### src/rtl/fixed_mul_seq_if.sv
// Strobe/valid handshake bundle shared by the fixed-point multiplier and its callers.
`ifndef FIXED_WIDTH
`define FIXED_WIDTH 32
`endif

interface fixed_mul_seq_if #(
    parameter int W = `FIXED_WIDTH
);
    logic         strobe;
    logic [W-1:0] a;
    logic [W-1:0] b;
    logic         busy;
    logic         valid;
    logic [W-1:0] q;

    modport master (output strobe, a, b, input busy, valid, q);
    modport slave  (input strobe, a, b, output busy, valid, q);
endinterface

### src/rtl/fixed_mul_seq.sv
// Sequential signed fixed-point multiplier: radix-2^STEP shift-add on magnitudes,
// fixed latency of K = ceil(W/STEP) edges, one operation in flight.
`ifndef FIXED_WIDTH
`define FIXED_WIDTH 32
`endif
`ifndef FIXED_FRAC_WIDTH
`define FIXED_FRAC_WIDTH 16
`endif

module fixed_mul_seq #(
    parameter int STEP     = 8,
    parameter bit SATURATE = 1'b1
) (
    input  logic          clk,
    input  logic          resetn,
    fixed_mul_seq_if.slave bus
);
    localparam int W  = `FIXED_WIDTH;
    localparam int F  = `FIXED_FRAC_WIDTH;
    localparam int K  = (W + STEP - 1) / STEP;
    localparam int CW = $clog2(K + 1);
    localparam logic [CW-1:0]  K_CNT   = CW'(K);
    localparam logic [CW-1:0]  CNT_ONE = CW'(1);
    localparam logic [W-1:0]   ONE_W   = {{(W-1){1'b0}}, 1'b1};
    localparam logic [2*W-1:0] PMAX    = {{(W+1){1'b0}}, {(W-1){1'b1}}};
    localparam logic [2*W-1:0] NMAG    = {{W{1'b0}}, 1'b1, {(W-1){1'b0}}};

    typedef enum logic [0:0] {ST_READY = 1'b0, ST_BUSY = 1'b1} state_t;

    state_t         state_r, state_s;
    logic [2*W-1:0] acc_r, acc_s;
    logic [2*W-1:0] mcand_r, mcand_s;
    logic [W-1:0]   mplier_r, mplier_s;
    logic [CW-1:0]  cnt_r, cnt_s;
    logic           sign_r, sign_s;
    logic [W-1:0]   q_r, q_s;
    logic           valid_r, valid_s;
    logic           busy_r, busy_s;
    logic [2*W-1:0] digit_s, acc_sum_s, m_s;

    function automatic logic [W-1:0] mag(input logic [W-1:0] v);
        if (v[W-1]) mag = ~v + ONE_W;
        else        mag = v;
    endfunction

    // Zero magnitude negates to zero, so no negative zero can appear.
    function automatic logic [W-1:0] apply_sign(input logic [2*W-1:0] m, input logic s);
        logic [W-1:0] r;
        r = s ? (~m[W-1:0] + ONE_W) : m[W-1:0];
        if (SATURATE && !s && (m > PMAX))     apply_sign = {1'b0, {(W-1){1'b1}}};
        else if (SATURATE && s && (m > NMAG)) apply_sign = {1'b1, {(W-1){1'b0}}};
        else                                  apply_sign = r;
    endfunction

    // Partial product: the multiplicand is pre-shifted, so no iteration index is needed.
    assign digit_s   = {{(2*W-STEP){1'b0}}, mplier_r[STEP-1:0]};
    assign acc_sum_s = acc_r + mcand_r * digit_s;
    assign m_s       = acc_sum_s >> F;

    // State register
    always_ff @(posedge clk or negedge resetn) begin
        if (!resetn) state_r <= ST_READY;
        else         state_r <= state_s;
    end

    // Next-state logic
    always_comb begin
        state_s = state_r;
        case (state_r)
            ST_READY: begin
                if (bus.strobe) state_s = ST_BUSY;
                else            state_s = ST_READY;
            end
            ST_BUSY: begin
                if (cnt_r == CNT_ONE) state_s = ST_READY;
                else                  state_s = ST_BUSY;
            end
            default: state_s = ST_READY;
        endcase
    end

    // Output and datapath next values
    always_comb begin
        acc_s    = acc_r;
        mcand_s  = mcand_r;
        mplier_s = mplier_r;
        cnt_s    = cnt_r;
        sign_s   = sign_r;
        q_s      = q_r;
        valid_s  = 1'b0;
        busy_s   = busy_r;
        case (state_r)
            ST_READY: begin
                if (bus.strobe) begin
                    sign_s   = bus.a[W-1] ^ bus.b[W-1];
                    mcand_s  = {{W{1'b0}}, mag(bus.a)};
                    mplier_s = mag(bus.b);
                    acc_s    = '0;
                    cnt_s    = K_CNT;
                    busy_s   = 1'b1;
                end else begin
                    busy_s   = 1'b0;
                end
            end
            ST_BUSY: begin
                acc_s    = acc_sum_s;
                mcand_s  = mcand_r << STEP;
                mplier_s = mplier_r >> STEP;
                cnt_s    = cnt_r - CNT_ONE;
                if (cnt_r == CNT_ONE) begin
                    q_s     = apply_sign(m_s, sign_r);
                    valid_s = 1'b1;
                    busy_s  = 1'b0;
                end else begin
                    busy_s  = 1'b1;
                end
            end
            default: begin
                busy_s = 1'b0;
            end
        endcase
    end

    // Datapath and output registers
    always_ff @(posedge clk or negedge resetn) begin
        if (!resetn) begin
            acc_r    <= '0;
            mcand_r  <= '0;
            mplier_r <= '0;
            cnt_r    <= '0;
            sign_r   <= 1'b0;
            q_r      <= '0;
            valid_r  <= 1'b0;
            busy_r   <= 1'b0;
        end else begin
            acc_r    <= acc_s;
            mcand_r  <= mcand_s;
            mplier_r <= mplier_s;
            cnt_r    <= cnt_s;
            sign_r   <= sign_s;
            q_r      <= q_s;
            valid_r  <= valid_s;
            busy_r   <= busy_s;
        end
    end

    assign bus.busy  = busy_r;
    assign bus.valid = valid_r;
    assign bus.q     = q_r;
endmodule

### src/flat_wrapper.sv
// flat-port wrapper written by rule: the top's interface ports become plain ports
module fixed_mul_seq_flat 
#(
    parameter int STEP     = 8,
    parameter bit SATURATE = 1'b1
)
  (clk, resetn, bus_strobe, bus_a, bus_b, bus_busy, bus_valid, bus_q);
  fixed_mul_seq_if #(.W(32)) bus_i ();
  input  logic clk;
  input  logic resetn;
  input wire logic [$bits(bus_i.strobe)-1:0] bus_strobe;
  input wire logic [$bits(bus_i.a)-1:0] bus_a;
  input wire logic [$bits(bus_i.b)-1:0] bus_b;
  output wire logic [$bits(bus_i.busy)-1:0] bus_busy;
  output wire logic [$bits(bus_i.valid)-1:0] bus_valid;
  output wire logic [$bits(bus_i.q)-1:0] bus_q;
  assign bus_i.strobe = bus_strobe;
  assign bus_i.a = bus_a;
  assign bus_i.b = bus_b;
  assign bus_busy = bus_i.busy;
  assign bus_valid = bus_i.valid;
  assign bus_q = bus_i.q;
  fixed_mul_seq #(.STEP(STEP), .SATURATE(SATURATE)) u_core (.clk(clk), .resetn(resetn), .bus(bus_i));
endmodule
### config.mk
export PLATFORM = sky130hd
export DESIGN_NAME = fixed_mul_seq_flat
export DESIGN_NICKNAME = d
export VERILOG_FILES = /design/src/rtl/fixed_mul_seq_if.sv /design/src/rtl/fixed_mul_seq.sv /design/src/flat_wrapper.sv
export SDC_FILE = /design/constraint.sdc
export NUM_CORES = 2
export LEC_CHECK = 0
export ABC_CLOCK_PERIOD_IN_PS = 17220
export BUFFER_PORTS_ARGS = -buffer_cell sky130_fd_sc_hd__buf_2
export CORE_UTILIZATION = 55
export CTS_CLUSTER_SIZE = 8
export DETAILED_ROUTE_END_ITERATION = 10
export PLACE_DENSITY = 0.77
export SKIP_LAST_GASP = 1
export SLEW_MARGIN = 5
export SYNTH_ARGS = -nofsm -noshare
export SYNTH_HDL_FRONTEND = slang
export SYNTH_SLANG_ARGS = --single-unit
### constraint.sdc
create_clock -name clk -period 17.22 [get_ports clk]
set_input_delay 2.583 -clock clk [delete_from_list [all_inputs] [get_ports clk]]
set_output_delay 2.583 -clock clk [all_outputs]
set_load 0.02 [all_outputs]
### Word level (Yosys, flattened, before mapping)

Index checks and enable logic that the tools add are counted.

* add/subtract/negate cells: 5
* $mul: 1
* $lt $le $gt $ge: 2
* equal/unequal tests: 2
* mux-type cells: 18
* bitwise logic cells: 5
* reductions and logical operators: 5

Operators with widths (number)
* $pmux W64 S2: 2
* $mux W32: 6
* $mux W64: 2
* $add A32 B1 Y32 const B: 3
* $not A32 Y32: 3
* $add A64 B64 Y64: 1
* $mul A64 B8 Y64: 1
* $pmux W32 S2: 1
* $gt A48 B31 Y1 const B: 1
* $gt A48 B32 Y1 const B: 1
* $pmux W3 S2: 1
* $mux W1: 4
* $reduce_and A2 Y1: 2
* $eq A3 B1 Y1 const B: 1
* $mux W3: 1
* $sub A3 B1 Y3 const B: 1
* $logic_and A1 B1 Y1: 2
* $ne A2 B2 Y1 const B: 1
* $pmux W1 S2: 1
* $logic_not A1 Y1: 1
* $not A1 Y1: 1
* $xor A1 B1 Y1: 1

* register bits: 198
* input port bits: 67
* output and inout bits: 34
* word-level logic and storage cells: 46

### Longest topological paths before layout

* depth in word-level cells: 7
* mapped depth: 28
* gate-level depth less buffers: 24

### Least setup slack after synthesis

No wires, ideal clock.

* path type: register to register
* from: register u_core.mplier_r[6]
* to: register u_core.q_r[20] (netlist: u_core.bus.q[20])
* setup time: 0.082 ns
* arrival time: 6.581 ns
* required time: 17.138 ns
* path slack: 10.557 ns
* cell stages (with the launch flop): 25
* path buffers: 4
* clock period less this slack: 6.663 ns
* path through: dfrtp_1 clkbuf_1 clkbuf_1 and2_1 fa_1 fa_1 fa_1 inv_1 fa_1 inv_1 ha_1 buf_2 nand2_1 o21a_1 o21ai_1 o21ai_0 a21oi_1 o21ai_0 o41ai_1 xor2_1 or4b_1 buf_2 or4_4 or3b_1 a31oi_1

* word-level cells in the longest chain between the ends: 7
* elaborated cells on any way between the ends: 11
* those cells by class: 2 x add/sub; 1 x mul; 2 x order compare; 3 x mux; 1 x bitwise; 2 x reduce/logical

RTL lines
* start: declaration: line fixed_mul_seq.sv:33 `logic [W-1:0] mplier_r, mplier_s;`
* start signal: assignment: line fixed_mul_seq.sv:138 `mplier_r <= mplier_s;`
* $mul A64 B8 Y64 (*): line fixed_mul_seq.sv:57 `assign acc_sum_s = acc_r + mcand_r * digit_s;`
* $add A64 B64 Y64 (*): line fixed_mul_seq.sv:57
* $not A32 Y32: line fixed_mul_seq.sv:49 `r = s ? (~m[W-1:0] + ONE_W) : m[W-1:0];`
* $add A32 B1 Y32: line fixed_mul_seq.sv:49
* $mux W32: line fixed_mul_seq.sv:49
* $mux W32: line fixed_mul_seq.sv:51 `else if (SATURATE && s && (m > NMAG)) apply_sign = {1'b1, {(W-1){1'b0}}};`
* $mux W32 (*): line fixed_mul_seq.sv:50 `if (SATURATE && !s && (m > PMAX)) apply_sign = {1'b0, {(W-1){1'b1}}};`
* end signal: assignment: line fixed_mul_seq.sv:141 `q_r <= q_s;`
* end: declaration: line fixed_mul_seq.sv:36 `logic [W-1:0] q_r, q_s;`

Mark *: on every way between the ends. The rest lies on a longest branch, timed or not.
A chain may end at the register's enable or synchronous reset.

### Worst setup path after layout

* from: register u_core.mplier_r[6]
* to: register u_core.q_r[31] (netlist: u_core.bus.q[31])

The elaborated chain is that of the path after synthesis.

==> reports/metrics.csv <==
metric,value,unit
status,"complete, no violations",
wl_met2,35100,um
cts_tree,built,
cts_htree_levels,4,
path_clk_slew,0.08,ns
endpoint_kind,flip-flop,
cp-start-kind,flip-flop,
drtAntennaViolNets,0,
critPathArrivalTime,9.21,ns
routed-wl-met3,8090,um
cpPeakStageDelay,1.02,ns
nFillCells,4353,
crit_chain,buf_4 -> and2_1 -> fa_1 -> fa_1 -> fa_1 -> fa_1 -> ha_1 -> nand4_1 -> nor2_1 -> nand3_1 -> nor4_1 -> nor2_1 -> o41ai_1 -> a31oi_1 -> xnor2_1 -> or4b_1 -> nor3_2 -> o21a_1 -> a211oi_1,
reg2reg_to,u_core.bus.q[31]$_DFFE_PN0P_,
overflow,0,
clk_latency,0.53,ns
first_pass_iters,6,
timing.fmax,113,MHz
rr_worst_depth,19,
timing.final.crit_share,0.515,
worstPathMaxFanout,34,
drc,0,
cp_common_cell,fa_1,
dp_slack,8.56,ns
antenna_found_initial,0,
wl_met1,34800,um
crit_required,17.56,ns
die-area,50700,um^2
crit_type,reg2reg,
clock_skew,0.0248,ns
dp_hpwl,60600,um
ctsRootBufferMaster,clkbuf_16,
top_layer_used,met4,
avgSynthCellArea,8.65,um^2
synth_cell_types,90,
final_cells,3768,
grt_max_degree,127,
min_from,u_core.bus.q[14]$_DFFE_PN0P_,
ios,101,
synth_edf_count,0,
synthFlopType,dfrtp_1,
io_buffers,100,
worst_path_max_delay_cell,dfrtp_1,
cts_made_buffers,17,
timing.rr.start,u_core.mplier_r[6]$_DFFE_PN0P_,
gp_congestion,1.09,
fin_tns_setup,0,ns
wl_per_cell,21.1,um
worstHoldPathType,reg2reg,
setup_viol,0,
holdPathStages,2,
finalHoldViolations,0,
period_needed,8.86,ns
post_cts_buffers,0,
synth_fp_nets,3720,
area_growth,4.62,%
ys_seq_area_frac,0.181,
drt_iter0_markers,2093,
die_h,225,um
dr_total_vias,22600,
drv_slew,0,
async_flop_share,1.00,
min_to,u_core.bus.q[14]$_DFFE_PN0P_,
regToRegSetupSlack,8.36,ns
ys_warn_count,0,
cts_hold_buf,0,
syn_inst,3164,
drv_cap,0,
drive_gt1_frac,0.0654,
yosys_register_bits,198,
fin_nets,3648,
num_rows,81,
synthesis.area,27400,um^2
die_w,225,um
post-route-worst-setup-slack,8.36,ns
diodes,0,
wl,79600,um
post_cts_resized,0,
cts.path.max_buffers,2,
grt_pass1_vias,23200,
core_area,49100,um^2
start_util,0.558,
tightest_slew,1.10,ns
slew_headroom,0.260,
grt_pass1_wl,128000,um
dp.cells,3737,
clock-sinks,198,
grt_use_total,0.329,
routed_via_density,6.01,
rsz0062_at_grt,no,
[kinds of logic after synthesis]
| kind of cell | share of synthesized area |
|---|---|
| DFF | 0.181 |
| AOI/OAI and AO/OA | 0.139 |
| adders and majority gates | 0.336 |
| buffers and inverters | 0.0854 |
| xor gates and xnor gates | 0.0458 |
| and+or+nand+nor | 0.207 |
| muxes | 0.00517 |
[flip-flops by register name (all words and copies together), names as in the netlist]
name and flops:
u_core.bus.busy 1, u_core.cnt_r 3, u_core.mplier_r 32, u_core.bus.valid 1, u_core.bus.q 32, u_core.mcand_r 64, u_core.sign_r 1, u_core.acc_r 64
[metal layers]
metal,GRT usage,up-vias
met5,0,-
met4,0.0836,0
met2,0.496,1091
met1,0.473,11400
li1,-,10000
met3,0.0821,130
[final cells by class]
class,instances,area (um^2),area share
inverters,399,1500,0.0523
clock buffers,17,425,0.0149
well taps,664,831,0.0290
clock inverters,14,158,0.00551
flip-flops and latches,198,4960,0.173
repair buffers,122,681,0.0238
multi-input cells,2354,20100,0.701
[Yosys cell counts, drive strengths merged, types with 13 or more instances]
cell | number | area (um^2)
and2 | 311 | 1950
a21o | 27 | 203
nor2 | 96 | 360
nor4 | 17 | 155
buf | 44 | 205
dfrtp | 198 | 4950
mux2i | 13 | 130
a221o | 18 | 180
or3 | 30 | 203
xor2 | 79 | 692
o21ai | 217 | 1090
nand3 | 25 | 130
clkbuf | 169 | 636
nor3 | 31 | 165
nand2 | 483 | 1820
nand4 | 29 | 181
ha | 79 | 988
a31oi | 15 | 106
a21oi | 89 | 479
inv | 399 | 1500
o31ai | 90 | 676
a211oi | 39 | 315
fa | 410 | 8210
nand2b | 43 | 269
xnor2 | 64 | 561
[worst max-delay path by stage]
stage	from	to	slack (ns)	depth (start not counted)
after floorplan	u_core.mplier_r[6]$_DFFE_PN0P_	u_core.bus.q[20]$_DFFE_PN0P_	10.56	24
after global placement	u_core.mplier_r[6]$_DFFE_PN0P_	u_core.bus.q[31]$_DFFE_PN0P_	8.68	19
after detailed placement	u_core.mplier_r[6]$_DFFE_PN0P_	u_core.bus.q[31]$_DFFE_PN0P_	8.56	19
after CTS	u_core.mplier_r[6]$_DFFE_PN0P_	u_core.bus.q[31]$_DFFE_PN0P_	8.52	19
after global routing	u_core.mplier_r[6]$_DFFE_PN0P_	u_core.bus.q[7]$_DFFE_PN0P_	8.01	23
final	u_core.mplier_r[6]$_DFFE_PN0P_	u_core.bus.q[31]$_DFFE_PN0P_	8.36	19
[worst max-delay path: cells and delay by family, from the launching register on]
kind / cells / cell delay [ns]
AND/OR/NAND/NOR: 8 / 2.84
adder cells (fa/ha/maj): 5 / 2.57
AO/OA/AOI/OAI: 4 / 1.41
flip-flops: 1 / 1.02
buffers and inverters: 1 / 0.52
XOR/XNOR: 1 / 0.25
[per-stage QoR]
stage / instance area, um^2 / hold slack (ns) / util
after global routing: 28600 / 0.518 / 0.584
after floorplan: 27400 / 0.448 / -
final: 28600 / 0.489 / 0.584
after global placement: 28100 / 0.469 / 0.572
after CTS: 28600 / 0.486 / 0.584
after detailed placement: 28100 / 0.468 / 0.572
[placed cells by master (no fill, tap or decap), drive strengths merged, types with 4 or more instances in the layout]
cell type / instances
a311oi: 4
nor4: 17
dfrtp: 198
ha: 79
nand2: 483
or4: 12
o41ai: 11
inv: 406
o31ai: 90
and3: 9
a21oi: 89
fa: 410
or3: 30
o21bai: 9
a221oi: 6
a21o: 27
nand4: 29
buf: 121
o21ai: 217
nor2b: 6
a31oi: 15
mux2i: 13
or2: 12
nor2: 96
nor3b: 5
or3b: 4
clkbuf: 18
nand3: 25
nand2b: 43
a21boi: 6
clkinv: 6
o211ai: 10
and2: 311
xnor2: 64
a221o: 18
nor3: 31
o21a: 12
xor2: 79
a211oi: 39
Power is not shown: default switching activity piles up to over one toggle a cycle in this logic, so the estimate is an artifact.
